`config.mk`:
```
export PLATFORM = sky130hd
export DESIGN_NAME = im_loader
export DESIGN_NICKNAME = d
export VERILOG_FILES = /design/src/rtl/im_loader.sv
export SDC_FILE = /design/constraint.sdc
export NUM_CORES = 2
export LEC_CHECK = 0
export BUFFER_PORTS_ARGS = -buffer_cell sky130_fd_sc_hd__clkbuf_2
export CAP_MARGIN = 10
export CORE_UTILIZATION = 63
export DETAILED_ROUTE_END_ITERATION = 7
export MAX_ROUTING_LAYER = met4
export PLACE_DENSITY = 0.79
export SYNTH_ARGS = -nofsm -noshare
export SYNTH_HDL_FRONTEND = slang
export SYNTH_SLANG_ARGS = --single-unit
```
`constraint.sdc`:
```
create_clock -name clk -period 4.6 [get_ports clk]
set_input_delay 0.92 -clock clk [delete_from_list [all_inputs] [get_ports clk]]
set_output_delay 0.92 -clock clk [all_outputs]
set_load 0.02 [all_outputs]
```
`src/rtl/im_loader.sv`:
```
// Instruction-store loader: assembles little-endian words from a byte stream
// into a 128-entry memory and serves combinational word fetches (NOP while busy).
module im_loader #(
    parameter int          NMEM     = 128,
    parameter logic [31:0] NOP_WORD = 32'h0000_0013
) (
    input  logic        clk,
    input  logic        rst,
    input  logic        start,
    input  logic [7:0]  nwords,
    input  logic        byte_valid,
    input  logic [7:0]  byte_data,
    output logic        byte_ready,
    input  logic [31:0] addr,
    output logic [31:0] data,
    output logic        busy,
    output logic        done,
    output logic        err,
    output logic [31:0] checksum
);
    localparam int         AW   = $clog2(NMEM);
    localparam logic [7:0] NMAX = 8'(NMEM);

    typedef enum logic [1:0] {IDLE, LOAD, DONE} state_t;

    state_t          state;
    logic [7:0]      count;
    logic [AW-1:0]   waddr;
    logic [1:0]      cnt;
    logic [23:0]     shift;
    logic [31:0]     mem [NMEM];
    logic            accept;
    logic [31:0]     word;
    logic            unused_addr;

    assign busy       = (state == LOAD);
    assign byte_ready = (state == LOAD);
    assign done       = (state == DONE);
    assign accept     = byte_ready && byte_valid;
    assign word       = {byte_data, shift};

    // Fetch masks the store with NOPs until the whole program is in place.
    assign data        = busy ? NOP_WORD : mem[addr[AW+1:2]];
    assign unused_addr = ^{addr[31:AW+2], addr[1:0]};

    always_ff @(posedge clk) begin
        if (rst) begin
            state    <= IDLE;
            count    <= '0;
            waddr    <= '0;
            cnt      <= '0;
            shift    <= '0;
            err      <= 1'b0;
            checksum <= '0;
        end else begin
            case (state)
                IDLE: begin
                    if (start) begin
                        if (nwords == 8'd0 || nwords > NMAX) begin
                            err      <= 1'b1;
                            checksum <= '0;
                        end else begin
                            count    <= nwords;
                            waddr    <= '0;
                            cnt      <= '0;
                            checksum <= '0;
                            err      <= 1'b0;
                            state    <= LOAD;
                        end
                    end
                end
                LOAD: begin
                    if (accept) begin
                        if (cnt == 2'd3) begin
                            checksum <= checksum ^ word;
                            cnt      <= '0;
                            waddr    <= waddr + 1'b1;
                            if (8'(waddr) == count - 8'd1)
                                state <= DONE;
                        end else begin
                            shift[8*cnt +: 8] <= byte_data;
                            cnt               <= cnt + 2'd1;
                        end
                    end
                end
                DONE:    state <= IDLE;
                default: state <= IDLE;
            endcase
        end
    end

    // The store itself is never reset; a reset edge must not commit a word.
    always_ff @(posedge clk) begin
        if (!rst && accept && cnt == 2'd3)
            mem[waddr] <= word;
    end

endmodule

```
==> After elaboration in Yosys (flattened, before gate mapping) <==
Memories as Yosys holds them, arrays and structs flattened.
Index checks and enable logic that the tools add are counted.
{ "word_totals": {"register_bits": 76, "ramBits": 4096, "input_bits": 52, "out_inout_bits": 68, "mem_count": 1} }
{ "op_classes": {"n_addsub": 4, "n_lt_le_gt_ge": 1, "n_eq_ne": 9, "n_shift": 2, "mux": 25, "n_bitwise": 3, "reduce_logical": 15} }
{ "mem_list": {"columns": ["name", "depth", "word_bits", "rd", "rd_ports_with_merged_regs", "wr", "line_no", "text"], "rows": [
  ["mem", 128, 32, 1, 0, 1, "31", "logic [31:0] mem [NMEM];"]
]} }
{ "ops": {"columns": ["cell", "n"], "rows": [
  ["32-bit two-way mux", 4],
  ["32-bit one-hot mux with 2 select lines", 1],
  ["5-bit negation with 34-bit output", 1],
  ["8-bit by 34-bit variable shift with 24-bit output (first input constant)", 1],
  ["8-bit by 34-bit variable part select with 24-bit output", 1],
  ["32-bit XOR", 1],
  ["7-bit two-way mux", 4],
  ["24-bit bitwise mux", 1],
  ["2-bit two-way mux", 9],
  ["7-bit one-hot mux with 2 select lines", 1],
  ["5-bit AND reduction", 2],
  ["7-bit by 8-bit equality test with 1-bit output", 1],
  ["8-bit greater-than comparator (second input constant)", 1],
  ["8-bit logical NOT", 1],
  ["2-bit one-hot mux with 2 select lines", 2],
  ["4-bit AND reduction", 2],
  ["8-bit by 1-bit subtractor with 8-bit output (second input constant)", 1],
  ["7-bit by 1-bit adder with 7-bit output (second input constant)", 1],
  ["2-bit by 1-bit != test with 1-bit output (second input constant)", 3],
  ["3-bit AND reduction", 2],
  ["2-bit equality test (second input constant)", 2],
  ["2-bit != test (second input constant)", 2],
  ["1-bit logical AND", 3],
  ["1-bit two-way mux", 3],
  ["8 further kinds", 9]
]} }

==> Depth between registers and ports, before layout <==
{ "depth": {"depth_word": 6, "depth_mapped": 10, "ltp_nobuf": 7} }

==> Least setup slack after synthesis <==
No wires, ideal clock.
{ "synth_timing": {"path_kind": "input-to-output", "from": "input port addr[2]", "to": "output port data[0]", "t_arrival_ps": 2848, "required_ps": 3680, "path_slack_ps": 832, "path_stages": 8, "path_cell_list": "buf_4 clkbuf_1 buf_2 mux4_2 a22oi_1 a21oi_1 o41ai_1 o211ai_1"} }
{ "synth_between": {"elab_chain_cells": 2} }
{ "synth_rtl": {"columns": ["item", "line_no", "text"], "rows": [
  ["from (decl)", "14", "input logic [31:0] addr,"],
  ["memory 128 x 32 bit", null, null],
  ["32-bit two-way mux", "43", "assign data = busy ? NOP_WORD : mem[addr[AW+1:2]];"],
  ["to (decl)", "15", "output logic [31:0] data,"]
]} }
Every way passes these cells.

==> Worst setup path in the final report <==
{ "layout_timing": {"from": "input port addr[3]", "to": "output port data[3]"} }
The elaborated chain is that of the path after synthesis.

==> results.md <==
* Drt via density at 7.49
* CTS tree: yes
* RSZ-0062 raised after global routing: true
* GRT overflow at 0
* Number of distinct library cells after synthesis at 49
* CP startpoint: addr[3]
* Sink Count at 4172
* Cts bufs inserted at 399
* Setup TNS at -1.48 ns
* Peak supply drop at 0.529 mV
* Largest delay contributor family on the critical path: buffers and inverters
* Pwr per Cell Area at 429 nW/um^2
* Post-synthesis xor/xnor area fraction at less than 1%
* EDFF count, synth at 4096
* Routed WL at 481 mm
* Final worst-path cycle share at 104%
* WL/cell at 42.5 um
* R2r endpoint: mem[68][7]
* Critical Path Start Type: input pin
* Worst r2r src: state[1]
* Slowest-stage cell, CP: nor4_1
* Layout cells sized above 1 at between 30% and 40%
* Largest family of logic cells by synthesized area: multiplexers
* Synth Register Bits at 4172
* Rows at 184
* Crit-path cells: buf_12 > buf_16 > buf_16 > buf_4 > mux4_2 > mux2i_1 > o22ai_1 > nor4_1 > a21oi_1 > clkbuf_2
* Worst path buffer plus inverter count at 5
* Routed Antenna Nets at 0
* Post-synthesis sequential area ratio at 78.3%
* Max Cap Viol at 0
* DR iter-0 viols at 16528
* Fin. Hold Viols at 0
* Fin Clk Skew at 0.0449 ns
* Worst Setup Path Type: in -> out
* Setup ws final at -0.180 ns
* R2r setup slk at 0.90 ns
* IO buf count at 94
* Minimum clock period after layout at 4.78 ns
* Cells after Synth at 6950
* Initial antenna violation count at 29
* CP Data Arrival Time at 3.86 ns
* CTS root buf: clkbuf_16
* Hold path depth at 3
* M2 GR Usage at 55.6%
* Fmax at 0.209 GHz
* GR peak layer: met2
* Clock-pin slew on the worst setup and hold paths at about 0.06 ns
* Area grow syn2layout at 14.8%
* Crit. path cell count at 10
* Hold Path Class: in -> reg
* Vias in the first global route at 82926
* Synthesized area at 159000 um^2
* Core area at roughly 250000 um^2
* H-tree depth at 5
* Adder-cell share of the synthesized area at 0.0551%
* M1 GR Usage at 46.3%
* Largest net degree at the start of global routing at 99
* Worst setup endpoint: data[3]
* Synth Area in Simple Gates at between 1 and 1.5%
* Primary FF master, synth: edfxtp_1
* Rel. slew slack at 2.03%
* Status: finished with violations
* Slowest cell delay on critical path at 0.48 ns
* Initial Util at 63.3%
* Post-synthesis compound-gate area fraction at 1.41%
* GRT met3 Usage at 10.2%
* Routability congestion estimate at 0.955
* Post-CTS Hold Buffers at 0
* Worst r2r path cells at 7
* Slew Viols, Final at 0
* First-pass GRT wire length at 629 mm
* Worst-path fanout max at 27
* Mux cell area share after synthesis at 17.7%
* Post-synth ARST share at 0%
* Clock tree buffer depth at 4
* Total GRT Usage at a little over a third
* Dpl hpwl at 229 mm
* DRT Pass-1 Iters at 8
* YS warnings at 0
* Die Width at 504 um
* Overall power at 78.2 mW
* Critical path data required time at 3.68 ns
* Crit path capture type: primary output
* Clk Latency, worst-skew pair at just over 1 ns
* Syn Area/Cell at 22.9 um^2
* Die Height at 504 um
* Worst slew pin tran at 1.47 ns
* Final setup fails at 20
* Detailed-route via count at 84804
* CP most frequent cell: buf_16
* Layout net count at 7686
* Violated checks: DRC, setup timing
* Syn nets at around 7000
* Boundary pin count at 120
* DIE AREA at 254000 um^2
* Leak Pwr at 58.5 nW
* Final routed DRC violation total at 252
cell usage in the layout (no fill, tap or decap), types with 7 or more instances in the layout:
| cell type | synthesis | layout |
|---|---|---|
| clkbuf_1 | 178 | 58 |
| bufinv_16 | 0 | 43 |
| mux4_2 | 1020 | 1020 |
| buf_12 | 0 | 67 |
| o21ai_0 | 11 | 11 |
| nor2_1 | 180 | 51 |
| buf_4 | 13 | 451 |
| clkbuf_2 | 1 | 79 |
| mux2i_4 | 0 | 11 |
| a22oi_1 | 17 | 15 |
| nand3_1 | 44 | 42 |
| nor4_1 | 63 | 32 |
| inv_1 | 8 | 7 |
| o22ai_1 | 235 | 199 |
| buf_16 | 0 | 25 |
| nor2_4 | 0 | 128 |
| ha_1 | 7 | 7 |
| clkinvlp_4 | 0 | 16 |
| clkinv_1 | 0 | 98 |
| dfxtp_4 | 0 | 24 |
| xor2_1 | 37 | 37 |
| mux2i_1 | 506 | 470 |
| clkinv_4 | 0 | 9 |
| dfxtp_1 | 76 | 52 |
| o22ai_2 | 0 | 32 |
| edfxtp_1 | 4096 | 4096 |
| nor4_2 | 0 | 25 |
| buf_6 | 4 | 16 |
| nor2b_1 | 15 | 15 |
| nand2_1 | 102 | 96 |
| diode_2 | 0 | 35 |
| clkinv_2 | 0 | 69 |
| nand2b_1 | 8 | 7 |
| clkbuf_16 | 0 | 414 |
| mux2i_2 | 0 | 25 |
| a21oi_1 | 69 | 67 |
where the power goes:
part           internal, mW  switching [mW]  leakage, nW
Sequential             41.3          0.0742         37.8
Clock                  18.6            14.7         6.20
Combinational          1.44            2.14         14.5
Total                  61.3            16.9         58.5
layer usage:
layer | vias to the layer above | routed length, um
met1 | 42639 | 145000
li1 | 30937 | -
met5 | - | 0
met4 | 0 | 33800
met2 | 9332 | 228000
met3 | 1896 | 73900
kinds of logic after synthesis:
| kind of cell | count (synthesis) |
|---|---|
| flip-flops | 4172 |
| adder cells (fa/ha/maj) | 7 |
| AND/OR/NAND/NOR | 445 |
| XOR/XNOR | 43 |
| multiplexers | 1531 |
| buffers and inverters | 389 |
| AO/OA/AOI/OAI | 363 |
worst register-to-register path, cell delays in order (launching register included):
cell and delay [ns]:
dfxtp_1 0.30, buf_4 0.19, nand2b_2 0.38, nor4_1 0.35, buf_4 0.22, nand2_2 0.69, nor2_4 0.86, buf_4 0.39
final cells by class:
cell class | count | area, um^2
repair buffers | 657 | 6380
well taps | 3348 | 4190
clock buffers | 469 | 10400
clock inverters | 239 | 2250
fillers | 12556 | 68600
multi-input cells | 2389 | 34600
flip-flops and latches | 4172 | 125000
diodes | 35 | 87.6
inverters | 8 | 30.0
per-stage QoR:
stage	setup WS [ns]	hold WS, ns	instance area, um^2	cells	util, %
floorplan	0.832	0.483	159000	6950	-
global placement	-0.553	0.471	168000	10522	67.0
detailed placement	-0.620	0.461	168000	10522	67.0
CTS	-0.0481	0.141	181000	11239	72.3
global route	-0.140	0.186	183000	11315	72.7
finish	-0.180	0.172	183000	11317	72.7
registers in the layout, summed over array words and instances, names as in the netlist:
register,flops
checksum,32
cnt,2
count,8
mem,4096
shift,24
err,1
state,2
waddr,7
repair_timing:
| action | 4_1_cts | 5_1_grt |
|---|---|---|
| gates cloned | 4 | 8 |
| endpoints found under the setup margin | 29 | 31 |
| setup buffers | 5 | 36 |
| resized for setup | 64 | 102 |
| pin swaps | 5 | 13 |
Yosys cell counts, types with 3 or more instances:
library cell,number,area [um^2]
edfxtp_1,4096,123000
o22ai_1,235,1470
nand3_1,44,220
a221oi_1,6,52.6
nor4_1,63,394
xor2_1,37,324
and2_1,5,31.3
dfxtp_1,76,1520
or3_1,4,25.0
mux4_2,1020,23000
buf_6,4,45.0
inv_1,8,30.0
nor2_1,180,676
o211ai_1,3,22.5
and3_1,3,18.8
buf_2,122,611
mux2_2,5,56.3
a31oi_1,6,37.5
a22oi_1,17,128
o21ai_0,11,55.1
o31ai_1,3,22.5
nand4_1,3,18.8
a21oi_1,69,345
buf_1,63,236
clkbuf_1,178,668
nand2_1,102,383
buf_4,13,97.6
ha_1,7,87.6
nor3b_1,5,37.5
xnor2_1,6,52.6
nand2b_1,8,50.1
mux2i_1,506,5060
nor2b_1,15,93.8
or4_1,4,30.0
worst min path at each step:
stage	endpoint	start
global route	count[6]	nwords[6]
global placement	err	err
CTS	count[4]	nwords[4]
detailed placement	err	err
finish	count[6]	nwords[6]
floorplan	cnt[1]	cnt[1]
(Power assumes the default switching activity.)
